$ cat src/rtl/fft_avalon_loader.sv
// ---------------------------------------------------------------------------
// fft_avalon_loader
//
// Avalon-MM slave that fills the FFT sample buffer one sample per write,
// reads samples back, fires fft_start once a full frame has been written
// and stalls the bus until the FFT core reports fft_done.
//
// Ports
//   clk, n_rst            clock, synchronous active-low reset
//   avs_write/avs_read    Avalon requests (write wins when both are high)
//   avs_address           sample index
//   avs_writedata         sample to store
//   avs_waitrequest       1 = request not accepted this cycle
//   avs_readdata          read result, qualified by avs_readdatavalid
//   buf_wen/waddr/wdata   sample RAM write port
//   buf_raddr/buf_rdata   sample RAM read port (one-cycle read latency)
//   fft_start             one-cycle pulse, frame complete
//   fft_done              one-cycle pulse from the FFT core
//   busy                  high from fft_start until fft_done
//   err                   sticky out-of-range flag, cleared by fft_start
//   sample_cnt            accepted in-range writes in the current frame
//
// Handshake: the master holds its request, address and write data until it
// samples avs_waitrequest low at a rising edge; that edge completes the
// transaction. avs_readdatavalid is high for exactly one cycle (RD_ACK) and
// qualifies avs_readdata in that same cycle. Address and write data are
// captured when the request leaves IDLE, so a master that drops its request
// early still sees the transaction complete without an extra response.
// ---------------------------------------------------------------------------
module fft_avalon_loader #(
    parameter int DATA_W      = 16,
    parameter int ADDR_W      = 9,
    parameter int N_SAMPLES   = 256,
    parameter int WAIT_CYCLES = 2
) (
    input  logic                             clk,
    input  logic                             n_rst,
    input  logic                             avs_write,
    input  logic                             avs_read,
    input  logic [ADDR_W-1:0]                avs_address,
    input  logic [DATA_W-1:0]                avs_writedata,
    output logic                             avs_waitrequest,
    output logic [DATA_W-1:0]                avs_readdata,
    output logic                             avs_readdatavalid,
    output logic                             buf_wen,
    output logic [ADDR_W-1:0]                buf_waddr,
    output logic [DATA_W-1:0]                buf_wdata,
    output logic [ADDR_W-1:0]                buf_raddr,
    input  logic [DATA_W-1:0]                buf_rdata,
    output logic                             fft_start,
    input  logic                             fft_done,
    output logic                             busy,
    output logic                             err,
    output logic [$clog2(N_SAMPLES+1)-1:0]   sample_cnt
);

    localparam int CNT_W = $clog2(N_SAMPLES+1);

    localparam logic [ADDR_W:0]  ADDR_LIMIT = (ADDR_W+1)'(N_SAMPLES);
    localparam logic [CNT_W-1:0] CNT_LAST   = CNT_W'(N_SAMPLES-1);
    localparam logic [CNT_W-1:0] CNT_ONE    = CNT_W'(1);
    localparam logic [3:0]       WAIT_LAST  = 4'(WAIT_CYCLES-1);

    typedef enum logic [2:0] {
        IDLE    = 3'd0,
        WR_WAIT = 3'd1,
        WR_ACK  = 3'd2,
        RD_ADDR = 3'd3,
        RD_ACK  = 3'd4,
        START   = 3'd5,
        BUSY    = 3'd6
    } state_t;

    // state is kept as a named signal so checkers can bind to it directly
    state_t              state;
    logic [3:0]          wait_cnt;
    logic [ADDR_W-1:0]   addr_q;
    logic [DATA_W-1:0]   data_q;
    logic                in_range;

    assign in_range = ({1'b0, addr_q} < ADDR_LIMIT);

    // -----------------------------------------------------------------------
    // Control FSM. The IDLE cycle in which a write is first seen is wait
    // cycle 0, so a write holds waitrequest high for WAIT_CYCLES cycles and
    // takes WAIT_CYCLES+1 cycles in total. With WAIT_CYCLES == 1 the
    // WR_WAIT state is skipped entirely.
    // -----------------------------------------------------------------------
    always_ff @(posedge clk) begin
        if (!n_rst) begin
            state      <= IDLE;
            wait_cnt   <= 4'd0;
            addr_q     <= '0;
            data_q     <= '0;
            sample_cnt <= '0;
            err        <= 1'b0;
        end else begin
            case (state)
                IDLE: begin
                    if (avs_write) begin
                        addr_q <= avs_address;
                        data_q <= avs_writedata;
                        if (WAIT_CYCLES <= 1) begin
                            state <= WR_ACK;
                        end else begin
                            wait_cnt <= 4'd1;
                            state    <= WR_WAIT;
                        end
                    end else if (avs_read) begin
                        addr_q <= avs_address;
                        state  <= RD_ADDR;
                    end
                end
                WR_WAIT: begin
                    if (wait_cnt >= WAIT_LAST) begin
                        state <= WR_ACK;
                    end else begin
                        wait_cnt <= wait_cnt + 4'd1;
                    end
                end
                WR_ACK: begin
                    if (in_range) begin
                        sample_cnt <= sample_cnt + CNT_ONE;
                        // frame is defined by write count, not address coverage
                        state <= (sample_cnt == CNT_LAST) ? START : IDLE;
                    end else begin
                        err   <= 1'b1;
                        state <= IDLE;
                    end
                end
                RD_ADDR: begin
                    state <= RD_ACK;
                end
                RD_ACK: begin
                    if (!in_range) begin
                        err <= 1'b1;
                    end
                    state <= IDLE;
                end
                START: begin
                    sample_cnt <= '0;
                    err        <= 1'b0;
                    state      <= BUSY;
                end
                BUSY: begin
                    if (fft_done) begin
                        state <= IDLE;
                    end
                end
                default: begin
                    state <= IDLE;
                end
            endcase
        end
    end

    // -----------------------------------------------------------------------
    // Outputs are decoded from the state register and the captured request.
    // Read data passes straight from the RAM in RD_ACK because the RAM
    // answers one cycle after buf_raddr is presented in RD_ADDR.
    // -----------------------------------------------------------------------
    always_comb begin
        avs_waitrequest   = 1'b1;
        avs_readdata      = '0;
        avs_readdatavalid = 1'b0;
        buf_wen           = 1'b0;
        buf_waddr         = '0;
        buf_wdata         = '0;
        buf_raddr         = '0;
        fft_start         = 1'b0;
        busy              = 1'b0;
        case (state)
            WR_ACK: begin
                avs_waitrequest = 1'b0;
                if (in_range) begin
                    buf_wen   = 1'b1;
                    buf_waddr = addr_q;
                    buf_wdata = data_q;
                end
            end
            RD_ADDR: begin
                buf_raddr = addr_q;
            end
            RD_ACK: begin
                avs_waitrequest   = 1'b0;
                avs_readdatavalid = 1'b1;
                if (in_range) begin
                    avs_readdata = buf_rdata;
                end
            end
            START: begin
                fft_start = 1'b1;
            end
            BUSY: begin
                busy = 1'b1;
            end
            default: begin
            end
        endcase
    end

endmodule
$ cat config.mk
export PLATFORM = sky130hd
export DESIGN_NAME = fft_avalon_loader
export DESIGN_NICKNAME = d
export VERILOG_FILES = /design/src/rtl/fft_avalon_loader.sv
export SDC_FILE = /design/constraint.sdc
export NUM_CORES = 1
export LEC_CHECK = 0
export CORE_ASPECT_RATIO = 2
export CORE_MARGIN = 10
export CORE_UTILIZATION = 41
export CTS_BUF_LIST = sky130_fd_sc_hd__clkbuf_8
export DETAILED_ROUTE_END_ITERATION = 8
export PLACE_DENSITY = 0.83
export SLEW_MARGIN = 20
export SYNTH_ARGS = -nofsm -noshare
export SYNTH_HDL_FRONTEND = slang
export SYNTH_SLANG_ARGS = --single-unit
$ cat constraint.sdc
create_clock -name clk -period 2.8 [get_ports clk]
set_clock_uncertainty 0.1 [all_clocks]
set_input_delay 0.84 -clock clk [delete_from_list [all_inputs] [get_ports clk]]
set_output_delay 0.84 -clock clk [all_outputs]
set_load 0.01 [all_outputs]
==> qor.yml, run 1 <==
finish.instance_area_sq_um: 3510
dr_wl_met3_um: 302
cp-start-kind: "register"
wl_met2_um: 4150
critPathMaxFanout: 13
core_area_sq_um: 5090
peakVddDrop_mv: 0.517
wl_met1_um: 2610
rows: 37
htreeDepth: 2
final_nets: 444
syn_nets: 324
overflow: 0
period_minus_slack_ps: 2760
holdPathStages: 2
layout_common_cells: "clkdlybuf4s50_1 (59), and2_1 (50), dfxtp_1 (41)"
routed_wl_um: 7290
leakagePower_uw: 0.00153
min_path_type: "register to register"
final_common_cell: "clkdlybuf4s50_1"
grt_usage: 0.160
grt_pass1_wl_um: 11700
first_pass_iters: 4
drc: 0
path_cells: "or4b_4, clkinv_2, buf_12, and2_1, dlygate4sd2_1"
cts-root-buf: "clkbuf_8"
cap_violations: 0
hold_end: "data_q[4]$_SDFFE_PN0P_"
routabilityCongestion: 0.808
postCtsHoldBufs: 0
antenna_cells: 0
cts.sinks: 42
crit_type: "register to output pin"
reg2reg_depth: 4
drive_above_1_share: 0.114
vias: 2309
synth_flop_cell: "dfxtp_1"
multi_input_area_sq_um: 1220
power_uw: 1710
dieArea_sq_um: 8710
power_density_nw_per_um2: 486
critPathArrivalTime_ps: 1820
status: "finished, final reports clean"
ys_async_sr_fraction: 0
r2r-start: "state[2]$_SDFFE_PN0P_"
ys_seq_area_frac: 0.392
synth_edf_count: 0
grt_max_degree: 32
yosys_warnings: 0
dpl.hpwl_um: 5620
die_height_um: 122
fmax_ghz: 0.362
grt_pass1_vias: 2418
cts_buffer_depth: 2
io_buffer_count: 109
die_w_um: 71.2
period_share: 0.986
areaGrowthSynthToFinish_pct: 63.5
via_per_inst: 5.11
n_fill_cell: 440
rr_endpoint: "wait_cnt[3]$_SDFFE_PN0P_"
drt_iter0_drc: 125
placed_cell_area_sq_um: 3350
routedWlPerCell_um: 16.1
slowest_delay_ps: 560
clk_latency_ps: 300
postSynthAreaPerCell_sq_um: 7.86
antenna_found_initial: 0
clkTransAtPathRegs_ps: 80
start_util: 0.422
ff_latch_area_sq_um: 842
relSlewSlack: 0.540
drv_slew: 0
ios: 111
syn_inst: 273
timing.hold.ws_ps: 353
numCtsBuffers: 5
max_slew.worst_pin.slew_ps: 680
required_ps: 1860
setup_viol: 0
crit_path_end_kind: "output pin"
r2r_setup_slack_ps: 810
cts_tree: "done"
synth_area_sq_um: 2150
hold_viol: 0
ys_ff_latch: 42
hold_path.startpoint: "data_q[4]$_SDFFE_PN0P_"
rsz0062_at_grt: "no"
antenna_left: 0
cp_slowest_cell: "or4b_4"
highest_layer: "met4"
synth_cell_type_count: 41
[repair_timing]
action	4_1_cts	5_1_grt
setup buffers	3	5
setup endpoints to repair	50	19
gates resized for setup	60	23
pin swaps	0	0
endpoints found under the hold margin	0	0
cloned	1	0
[how the worst max path moves through the flow]
stage / start / end / slack [ps]
6_report: addr_q[8]$_SDFFE_PN0P_ / buf_wdata[0] / 40
5_1_grt: addr_q[8]$_SDFFE_PN0P_ / buf_wdata[13] / 0.8
4_1_cts: addr_q[8]$_SDFFE_PN0P_ / buf_wdata[2] / 20
3_5_place_dp: buf_rdata[4] / avs_readdata[4] / -100
3_3_place_gp: buf_rdata[13] / avs_readdata[13] / -90
2_1_floorplan: state[1]$_SDFFE_PN0P_ / buf_wdata[10] / 360
[synth_stat cells (3+ instances only)]
cell       n  share of area
a21oi_1   34          0.079
nand3_1   14          0.033
buf_2      4         0.0093
o21ai_0   13          0.030
nand2b_1   3         0.0087
nor3_1     4         0.0093
nand2_1   37          0.065
ha_1       5          0.029
nor2_1     6          0.010
dfxtp_1   42           0.39
and2_1    50           0.15
clkbuf_1  10          0.017
or3_1      3         0.0087
inv_1      8          0.014
or4_1      3          0.010
o31ai_1    4          0.014
[cell type report]
class / count / area share
clock buffers: 5 / 0.0196
clock inverters: 3 / 0.0107
inverters: 9 / 0.00998
multi-input cells: 204 / 0.348
flip-flops and latches: 42 / 0.240
well taps: 58 / 0.0207
repair buffers: 131 / 0.351
[stage by stage]
step	util	instances	TNS, ps	setup WS (ps)
floorplan	-	273	0	359
global placement	0.659	435	-1200	-94.9
detailed placement	0.659	435	-1270	-98.1
CTS	0.679	447	0	20.0
global route	0.689	452	0	0.845
finish	0.689	452	0	38.5
[sequential cells by signal, indices dropped and copies added (netlist names)]
name,count
state,3
wait_cnt,4
data_q,16
addr_q,9
sample_cnt,9
err,1
[critical path: cells and delay by family (launching register included)]
kind          cells  cell delay, ps
buf+inv           3             520
simple gates      2             680
flops             1             320
[logic make-up after synthesis]
logic type      count (synthesis)  synth area share
simple gates                  134             0.348
compound gates                 62             0.165
flops                          42             0.392
buf+inv                        27            0.0565
fa+ha+maj                       5            0.0291
xor+xnor                        2           0.00816
other cells                     1           0.00175
[report_power, final]
group,switching (uW),internal [uW],total [uW]
sequential,37.2,661,698
combinational,277,261,538
clock,210,260,470
total,525,1180,1710
[layer usage]
| layer | vias up | GRT usage |
|---|---|---|
| li1 | 1162 | - |
| met1 | 1075 | 0.155 |
| met2 | 55 | 0.302 |
| met3 | 17 | 0.0355 |
| met4 | 0 | 0.0815 |
| met5 | - | 0 |
Note: power is estimated with default switching activity, not from simulation.
==> run 2: changes to the inputs <==
Settings changed: CORE_MARGIN 10 to not set, CORE_UTILIZATION 41 to 37, PLACE_DENSITY 0.83 to 0.79.
Clock period 2.8 ns to 2.2 ns, I/O delays scaled along.
==> run 2 against run 1 <==
  * The flow now finishes with violations (setup timing)
  * Via count increased by 6.1%
  * Combinational power grew 61%
  * Clock power grew 8.5%
  * Non-clock buffer count rose by 19
==> qor.yml, run 2 (synthesis results as in run 1) <==
vias: 2449
drive_above_1_share: 0.369
clkTransAtPathRegs_ps: 80
peakVddDrop_mv: 0.466
min_path_type: "register to register"
hold_viol: 0
overflow: 0
power_uw: 2270
antenna_left: 0
drv_slew: 0
worst_slack_ps: -298
cts_tree: "done"
status: "finished, violations left"
clk_latency_ps: 300
ios: 111
grt_usage: 0.230
leakagePower_uw: 0.00165
die_height_um: 110
layout_common_cells: "clkdlybuf4s50_1 (55), buf_6 (49), dfxtp_1 (39)"
htreeDepth: 2
cts-root-buf: "clkbuf_8"
required_ps: 1440
drt_iter0_drc: 103
routedWlPerCell_um: 15.7
stdcell_count: 475
numCtsBuffers: 5
drc: 0
routabilityCongestion: 0.818
final_nets: 465
power_density_nw_per_um2: 594
core_area_sq_um: 5520
r2r_setup_slack_ps: 200
relSlewSlack: 0.632
critPathMaxFanout: 6
grt_pass1_wl_um: 10900
crit_end: "buf_wdata[12]"
antenna_found_initial: 0
grt_pass1_vias: 2279
reg2reg_depth: 4
max_slew.worst_pin.slew_ps: 550
die_w_um: 55.9
rows: 38
critPathLaunch: "state[0]$_SDFFE_PN0P_"
period_minus_slack_ps: 2500
violations: "setup timing"
setup_viol: 49
first_pass_iters: 5
crit_path_end_kind: "output pin"
fmax_ghz: 0.400
dieArea_sq_um: 6130
via_per_inst: 5.16
start_util: 0.389
r2r-start: "state[0]$_SDFFE_PN0P_"
io_buffer_count: 109
period_share: 1.14
dpl.hpwl_um: 4680
crit_type: "register to output pin"
rr_endpoint: "sample_cnt[5]$_SDFFE_PN0P_"
antenna_cells: 0
final_common_cell: "clkdlybuf4s50_1"
cts.sinks: 42
grt_max_degree: 18
cap_violations: 0
areaGrowthSynthToFinish_pct: 78.4
dp.cells: 443
largest_register_ffs: 16
cts_buffer_depth: 2
rsz0062_at_grt: "yes"
reg_top3: "data_q x16, addr_q x9, sample_cnt x9"
routed_wl_um: 7460
critPathArrivalTime_ps: 1740
regMostFlops: "data_q"
cp-start-kind: "register"
postCtsHoldBufs: 0
run 2: cell count changes in the layout (fill, tap and decap cells not counted), moves of 3 or more:
cell and delta:
and2_1 -33, and2_4 +33, buf_2 +17, buf_4 +5, buf_6 +47, buf_8 +3, clkdlybuf4s15_1 -15, clkdlybuf4s50_1 -4
dlygate4sd2_1 -29
run 2: worst min-delay path by stage:
stage	startpoint	endpoint	slack [ps]	cells after the start
after floorplan	data_q[0]$_SDFFE_PN0P_	data_q[0]$_SDFFE_PN0P_	330	2
after global placement	data_q[12]$_SDFFE_PN0P_	data_q[12]$_SDFFE_PN0P_	340	2
after detailed placement	data_q[8]$_SDFFE_PN0P_	data_q[8]$_SDFFE_PN0P_	340	2
after CTS	data_q[10]$_SDFFE_PN0P_	data_q[10]$_SDFFE_PN0P_	350	2
after global routing	data_q[12]$_SDFFE_PN0P_	data_q[12]$_SDFFE_PN0P_	380	2
final	data_q[10]$_SDFFE_PN0P_	data_q[10]$_SDFFE_PN0P_	360	2
run 2: where the power goes:
part	leakage (uW)	total [uW]	internal, uW	switching (uW)
clock	0.0000524	510	249	261
combinational	0.00126	867	447	420
sequential	0.000344	897	843	54.2
run 2: what timing repair did:
| action | CTS | global route |
|---|---|---|
| gates resized for setup | 274 | 45 |
| gates cloned | 4 | 0 |
| buffers inserted | 15 | 6 |
| setup endpoints to repair | 54 | 53 |
| pin swaps | 37 | 7 |
run 2: final cells by class:
| cell class | count | area, sq um |
|---|---|---|
| Fill cell | 429 | 1690 |
| Inverter | 9 | 48.8 |
| Clock inverter | 2 | 8.76 |
| Timing Repair Buffer | 150 | 1430 |
| Clock buffer | 6 | 82.6 |
| Multi-Input combinational cell | 204 | 1320 |
| Tap cell | 60 | 75.1 |
| Timing Repair inverter | 2 | 25.0 |
| Sequential cell | 42 | 845 |
run 2: metal layers:
metal,share of wire,vias to the layer above,global-route usage
li1,-,1209,-
met1,0.36,1155,0.233
met2,0.59,73,0.461
met3,0.030,12,0.0329
met4,0.020,0,0.0889
met5,0,-,0
run 2: metrics by stage:
step | hold slack (ps) | setup slack [ps] | TNS (ps) | util | area [sq um]
floorplan | 332 | 35.8 | 0 | - | 2150
global route | 381 | -343 | -11500 | 0.694 | 3830
global placement | 337 | -379 | -16530 | 0.613 | 3380
CTS | 353 | -295 | -9320 | 0.662 | 3650
detailed placement | 342 | -429 | -17970 | 0.613 | 3380
finish | 356 | -298 | -9010 | 0.694 | 3830
run 2: critical path, cell delays in order, from the launching register on:
cell and delay [ps]:
dfxtp_2 330, or4b_4 650, clkinv_8 110, buf_8 110, and2_4 130, buf_6 100
